`config.mk`:
```
export PLATFORM = sky130hd
export DESIGN_NAME = btn_cmd_ctrl
export DESIGN_NICKNAME = d
export VERILOG_FILES = /design/src/rtl/btn_cmd_ctrl_pkg.sv /design/src/rtl/btn_cmd_ctrl_holdoff_timer.sv /design/src/rtl/btn_cmd_ctrl.sv
export SDC_FILE = /design/constraint.sdc
export NUM_CORES = 1
export LEC_CHECK = 0
export CAP_MARGIN = 25
export CORE_MARGIN = 1.5
export CORE_UTILIZATION = 36
export DETAILED_ROUTE_END_ITERATION = 8
export PLACE_DENSITY = 0.65
export SLEW_MARGIN = 20
export SYNTH_ARGS = -nofsm -noshare
export SYNTH_HDL_FRONTEND = slang
export SYNTH_SLANG_ARGS = --single-unit
```
`constraint.sdc`:
```
create_clock -name clk -period 2.81 [get_ports clk]
set_input_delay 0.7025 -clock clk [delete_from_list [all_inputs] [get_ports clk]]
set_output_delay 0.7025 -clock clk [all_outputs]
set_load 0.05 [all_outputs]
```
`src/rtl/btn_cmd_ctrl_pkg.sv`:
```
// Shared definitions for the button command path: FSM encodings, command ids
// and the fixed-priority encoder used for grants.
package btn_cmd_ctrl_pkg;

  localparam int BTN_N = 4;
  localparam int ID_W  = 2;

  localparam logic [1:0] ST_IDLE     = 2'd0;
  localparam logic [1:0] ST_PEND     = 2'd1;
  localparam logic [1:0] ST_HOLDOFF  = 2'd2;
  localparam logic [1:0] ST_WAIT_REL = 2'd3;

  // Command indices shared with the game FSM.
  localparam logic [ID_W-1:0] CMD_HIT   = 2'd0;
  localparam logic [ID_W-1:0] CMD_STAND = 2'd1;
  localparam logic [ID_W-1:0] CMD_DEAL  = 2'd2;
  localparam logic [ID_W-1:0] CMD_NEW   = 2'd3;

  // Lowest set index wins; returns 0 for an empty vector.
  function automatic logic [ID_W-1:0] prio_idx(input logic [BTN_N-1:0] v);
    logic [ID_W-1:0] idx;
    idx = '0;
    for (int i = BTN_N - 1; i >= 0; i--)
      if (v[i]) idx = ID_W'(i);
    return idx;
  endfunction

endpackage

```
`src/rtl/btn_cmd_ctrl_holdoff_timer.sv`:
```
// One-shot down-counter: load arms it with CYCLES-1, done is high during the
// last counted cycle so the owner can leave on the following edge.
module holdoff_timer #(
  parameter int CYCLES = 10
) (
  input  logic clk,
  input  logic rst,
  input  logic load,
  output logic done
);
  localparam logic [31:0] LOAD_VAL = 32'(CYCLES - 1);

  logic [31:0] r_cnt;
  logic        r_run;

  always_ff @(posedge clk or posedge rst) begin
    if (rst) begin
      r_cnt <= '0;
      r_run <= 1'b0;
    end else if (load) begin
      r_cnt <= LOAD_VAL;
      r_run <= 1'b1;
    end else if (r_run) begin
      if (r_cnt == '0) r_run <= 1'b0;
      else             r_cnt <= r_cnt - 32'd1;
    end
  end

  assign done = r_run && (r_cnt == '0);

endmodule

```
`src/rtl/btn_cmd_ctrl.sv`:
```
// Turns debounced button levels into one arbitrated command on a valid/ready
// handshake, then locks out input for a hold-off and until all are released.
module btn_cmd_ctrl
  import btn_cmd_ctrl_pkg::*;
#(
  parameter int CLOCK_FREQ  = 100000000,
  parameter int HOLDOFF_DIV = 10,
  parameter int NUM_BTN     = 4
) (
  input  logic               clk,
  input  logic               rst,
  input  logic [NUM_BTN-1:0] btn_i,
  input  logic               cmd_ready,
  output logic               cmd_valid,
  output logic [ID_W-1:0]    cmd_id,
  output logic [NUM_BTN-1:0] cmd_onehot,
  output logic               busy,
  output logic               dropped
);
  localparam int HOLD_CYC = CLOCK_FREQ / HOLDOFF_DIV;

  logic [1:0]         r_state;
  logic [NUM_BTN-1:0] r_btn_q;
  logic               r_cmd_valid;
  logic [ID_W-1:0]    r_cmd_id;
  logic [NUM_BTN-1:0] r_cmd_onehot;
  logic               r_dropped;

  logic [1:0]         w_state_nxt;
  logic [NUM_BTN-1:0] w_rise;
  logic [ID_W-1:0]    w_grant_id;
  logic [NUM_BTN-1:0] w_grant_oh;
  logic               w_grant;
  logic               w_hs;
  logic               w_load;
  logic               w_done;
  logic               w_drop;

  assign w_rise     = btn_i & ~r_btn_q;
  assign w_grant_id = prio_idx(w_rise);
  assign w_grant_oh = NUM_BTN'(1) << w_grant_id;
  assign w_grant    = (r_state == ST_IDLE) && (|w_rise);
  assign w_hs       = (r_state == ST_PEND) && r_cmd_valid && cmd_ready;
  assign w_load     = w_hs;

  holdoff_timer #(.CYCLES(HOLD_CYC)) u_holdoff (
    .clk  (clk),
    .rst  (rst),
    .load (w_load),
    .done (w_done)
  );

  always_comb begin
    w_state_nxt = r_state;
    w_drop      = |w_rise;
    case (r_state)
      ST_IDLE: begin
        // Only the granted edge is exempt; everything else is lost.
        w_drop = |(w_rise & ~w_grant_oh);
        if (|w_rise) w_state_nxt = ST_PEND;
      end
      ST_PEND:     if (w_hs) w_state_nxt = ST_HOLDOFF;
      ST_HOLDOFF:  if (w_done) w_state_nxt = ST_WAIT_REL;
      ST_WAIT_REL: if (btn_i == '0) w_state_nxt = ST_IDLE;
      default:     w_state_nxt = ST_IDLE;
    endcase
  end

  always_ff @(posedge clk or posedge rst) begin
    if (rst) begin
      r_state      <= ST_IDLE;
      r_btn_q      <= '1;
      r_cmd_valid  <= 1'b0;
      r_cmd_id     <= '0;
      r_cmd_onehot <= '0;
      r_dropped    <= 1'b0;
    end else begin
      r_state   <= w_state_nxt;
      r_btn_q   <= btn_i;
      r_dropped <= w_drop;
      if (w_grant) begin
        r_cmd_valid  <= 1'b1;
        r_cmd_id     <= w_grant_id;
        r_cmd_onehot <= w_grant_oh;
      end else if (w_hs) begin
        r_cmd_valid  <= 1'b0;
        r_cmd_onehot <= '0;
      end
    end
  end

  assign cmd_valid  = r_cmd_valid;
  assign cmd_id     = r_cmd_id;
  assign cmd_onehot = r_cmd_onehot;
  assign dropped    = r_dropped;
  assign busy       = (r_state != ST_IDLE);

endmodule

```
==> impl_metrics.csv <==
group,metric,value,unit
die,io_pins,16,
detailed_routing,via_count,2148,
place,place_congestion,0.820,
power_and_ir_drop,internal_power,0.00135,W
die,core-area,6870,µm²
clock_tree,cts_resized,0,
outcome,status,"complete, no violations",
global_route,grt_pass1_vias,2070,
yosys,yosysMostFrequentCell,"dfrtp_1",
global_route,grt_pass1_wl,10100,µm
sta,tns,0,ns
yosys,yosysTopAreaCellShare,41.7,%
detailed_routing,drt_iter0_drc,106,
sta,grt_setup_unrepaired,"no",
layout,drive_gt1_share,14.3,%
clock_tree,path_clk_slew,0.10,ns
sta,fmaxAchievable,375,MHz
layout,nNetsFinal,312,
yosys,ys.flop_type,"dfrtp_1",
setup_path,critPathRequiredTime,2.11,ns
power_and_ir_drop,p_total,0.00230,W
sta,tightest_slew,0.652,ns
clock_tree,cts_setup_buffers,0,
flow_run,max_cap_viol_count,0,
die,start_util,37.6,%
sta,maxSlewHeadroom,56.5,%
yosys,seq_area_frac_synth,45.7,%
global_route,grt_max_degree,18,
yosys,syn_avg_cell_area,9.36,µm²
yosys,yosysWarnings,0,
detailed_routing,drc,0,
min_path,hold_depth,2,
layout,areaGrowthSynthToFinish,16.3,%
clock_tree,htree_num_levels,2,
sta,hold_viol,0,
yosys,synth_top_area_cell,"dfrtp_1",
yosys,ys_seq_elements,47,
place,hpwl,4100,µm
setup_path,worstSetupEndpointType,"output port",
clock_tree,cts_buffers,5,
clock_tree,clock_path_buffers,2,
sta,fin_skew,0.00956,ns
setup_path,critical_path_class,"flop to output port",
yosys,yosys-top-cells-area,"dfrtp_1, a21oi_1, dfstp_2",
min_path,hold_path_class,"flop to flop",
power_and_ir_drop,p_leak,1.15,nW
sta,setup_viol,0,
detailed_routing,drtAntennaViolNets,0,
power_and_ir_drop,clkPwrFrac,19.7,%
min_path,min_to,"cmd_id[0]",
yosys,syn_inst,276,
setup_path,cp_data_arrival_time,1.96,ns
setup_path,worstSetupStartpointType,"flop",
global_route,track_usage,16.8,%
power_and_ir_drop,p_sw_share,41.2,%
setup_path,rr_startpoint,"u_holdoff.r_cnt[20]",
yosys,async_flop_share,100,%
clock_tree,cts-root-buf,"clkbuf_8",
die,fp.dieW,87.7,µm
sta,layout_min_cycle_time,2.66,ns
layout,num_antenna_cells,0,
setup_path,crit_start,"r_state[0]",
power_and_ir_drop,ir_drop,0.000608,V
clock_tree,cts_hold_buf,0,
yosys,synth_commonest_cells,"dfrtp_1, nand2_1, a21oi_1, o21ai_0, nor2_1",
min_path,hp-start,"cmd_id[0]",
detailed_routing,firstDrtPassIters,4,
yosys,syn_area,2580,µm²
detailed_routing,wl_per_cell,14.2,µm
power_and_ir_drop,pwr-share-comb,38.5,%
clock_tree,worstSkewPairLatency,0.31,ns
yosys,synth_edf_count,0,
die,die_height,87.7,µm
sta,fin_crit_sh,94.8,%
detailed_routing,viasPerCell,5.41,
sta,maxSlewViolCount,0,
yosys,synth_cell_type_count,49,
yosys,synthesis.nets,288,
setup_path,worstPathMaxFanout,4,
die,row_count,30,
place,place.port_buffers,15,
clock_tree,cts_tree,"done",
sta,holdWs,0.494,ns
global_route,grt_overflow,0,
power_and_ir_drop,p_switching,0.000949,W
global_route,antenna_found_initial,0,
die,die_area,7690,µm²
detailed_routing,drt_wl_total,5660,µm
setup_path,ff2ff_setup_slack,0.16,ns
clock_tree,cts_sinks,47,
setup_path,r2r_cells,5,
setup_path,r2r_end,"r_state[1]",
power_and_ir_drop,pwr-share-seq,41.8,%
power_and_ir_drop,power_density,767,nW/µm²
==> cell usage in the layout (no fill, tap or decap), drive strengths merged, types with 4 or more instances in the layout <==
cell type      netlist  routed
dfstp                4       4
nand3               15      15
o41ai                4       4
o31ai               12      12
nor2                16      16
nor4                 7       7
dfrtp               43      43
buf                  2      15
ha                   5       5
clkbuf              11       5
o21ai               20      20
a21oi               21      21
nand2               24      24
inv                  9      12
nand4                7       7
nor3                 8       8
and4                 5       5
clkdlybuf4s50        0      15
nand2b               6       6
or4                 15      15
or3                 12      12
==> layout make-up <==
| cell class | count | area [µm²] |
|---|---|---|
| clock buffer | 5 | 68.8 |
| clock inverter | 3 | 26.3 |
| fill | 691 | 3870 |
| inverter | 9 | 33.8 |
| multi-input combinational | 207 | 1310 |
| sequential | 47 | 1180 |
| tap | 96 | 120 |
| timing repair buffer | 30 | 263 |
==> power groups by stage <==
stage	sequential (W)	clock, W	combinational [W]
floorplan	0.00111	0	0.000453
global placement	0.000969	0	0.000881
detailed placement	0.000976	0	0.000891
CTS	0.000963	0.000465	0.000898
global route	0.000988	0.000500	0.000978
finish	0.000963	0.000453	0.000886
==> routing by layer <==
| layer | vias to the layer above | routed length [µm] | share of wire, % | track usage [%] |
|---|---|---|---|---|
| met1 | 1012 | 2760 | 49 | 22.5 |
| met3 | 9 | 175 | 3.1 | 3.68 |
| li1 | 1094 | - | - | - |
| met2 | 33 | 2650 | 47 | 27.6 |
| met5 | - | 0 | 0 | 0 |
| met4 | 0 | 79 | 1.4 | 4.47 |
==> per-stage QoR <==
step	setup slack [ns]	cells	util, %	cell area (µm²)
after floorplan	0.240	276	-	2580
after global placement	0.218	389	42.3	2910
after detailed placement	0.166	389	42.3	2910
after CTS	0.123	397	43.7	3000
after global routing	0.0284	397	43.7	3000
final	0.145	397	43.7	3000
==> how the worst max path moves through the flow <==
stage | to | depth (start not counted) | slack (ns)
global route | busy | 4 | 0.03
floorplan | r_state[1] | 5 | 0.24
finish | busy | 4 | 0.15
CTS | busy | 4 | 0.12
detailed placement | r_state[1] | 5 | 0.17
global placement | r_state[1] | 5 | 0.22
==> registers in the layout, indices dropped and copies added, names as in the netlist <==
signal / cells
cmd_id: 2
dropped: 1
r_state: 2
r_btn_q: 4
cmd_valid: 1
cmd_onehot: 4
u_holdoff.r_cnt: 32
u_holdoff.r_run: 1
==> worst max-delay path, cell delays in order (launching register included) <==
cell	delay, ns
dfrtp_1	0.42
inv_1	0.09
ha_1	0.22
inv_1	0.11
clkdlybuf4s50_1	0.81
==> kinds of logic (layout without fill, tap and decap cells) <==
kind of cell,Yosys count,in the layout,synth area share [%]
xor+xnor,2,2,0.678
fa+ha+maj,6,6,2.81
mux,2,2,0.824
flops,47,47,45.7
simple gates,128,128,29.7
buf+inv,22,47,3.54
compound gates,69,69,16.7
No activity file was read; power rests on OpenSTA's default activity.
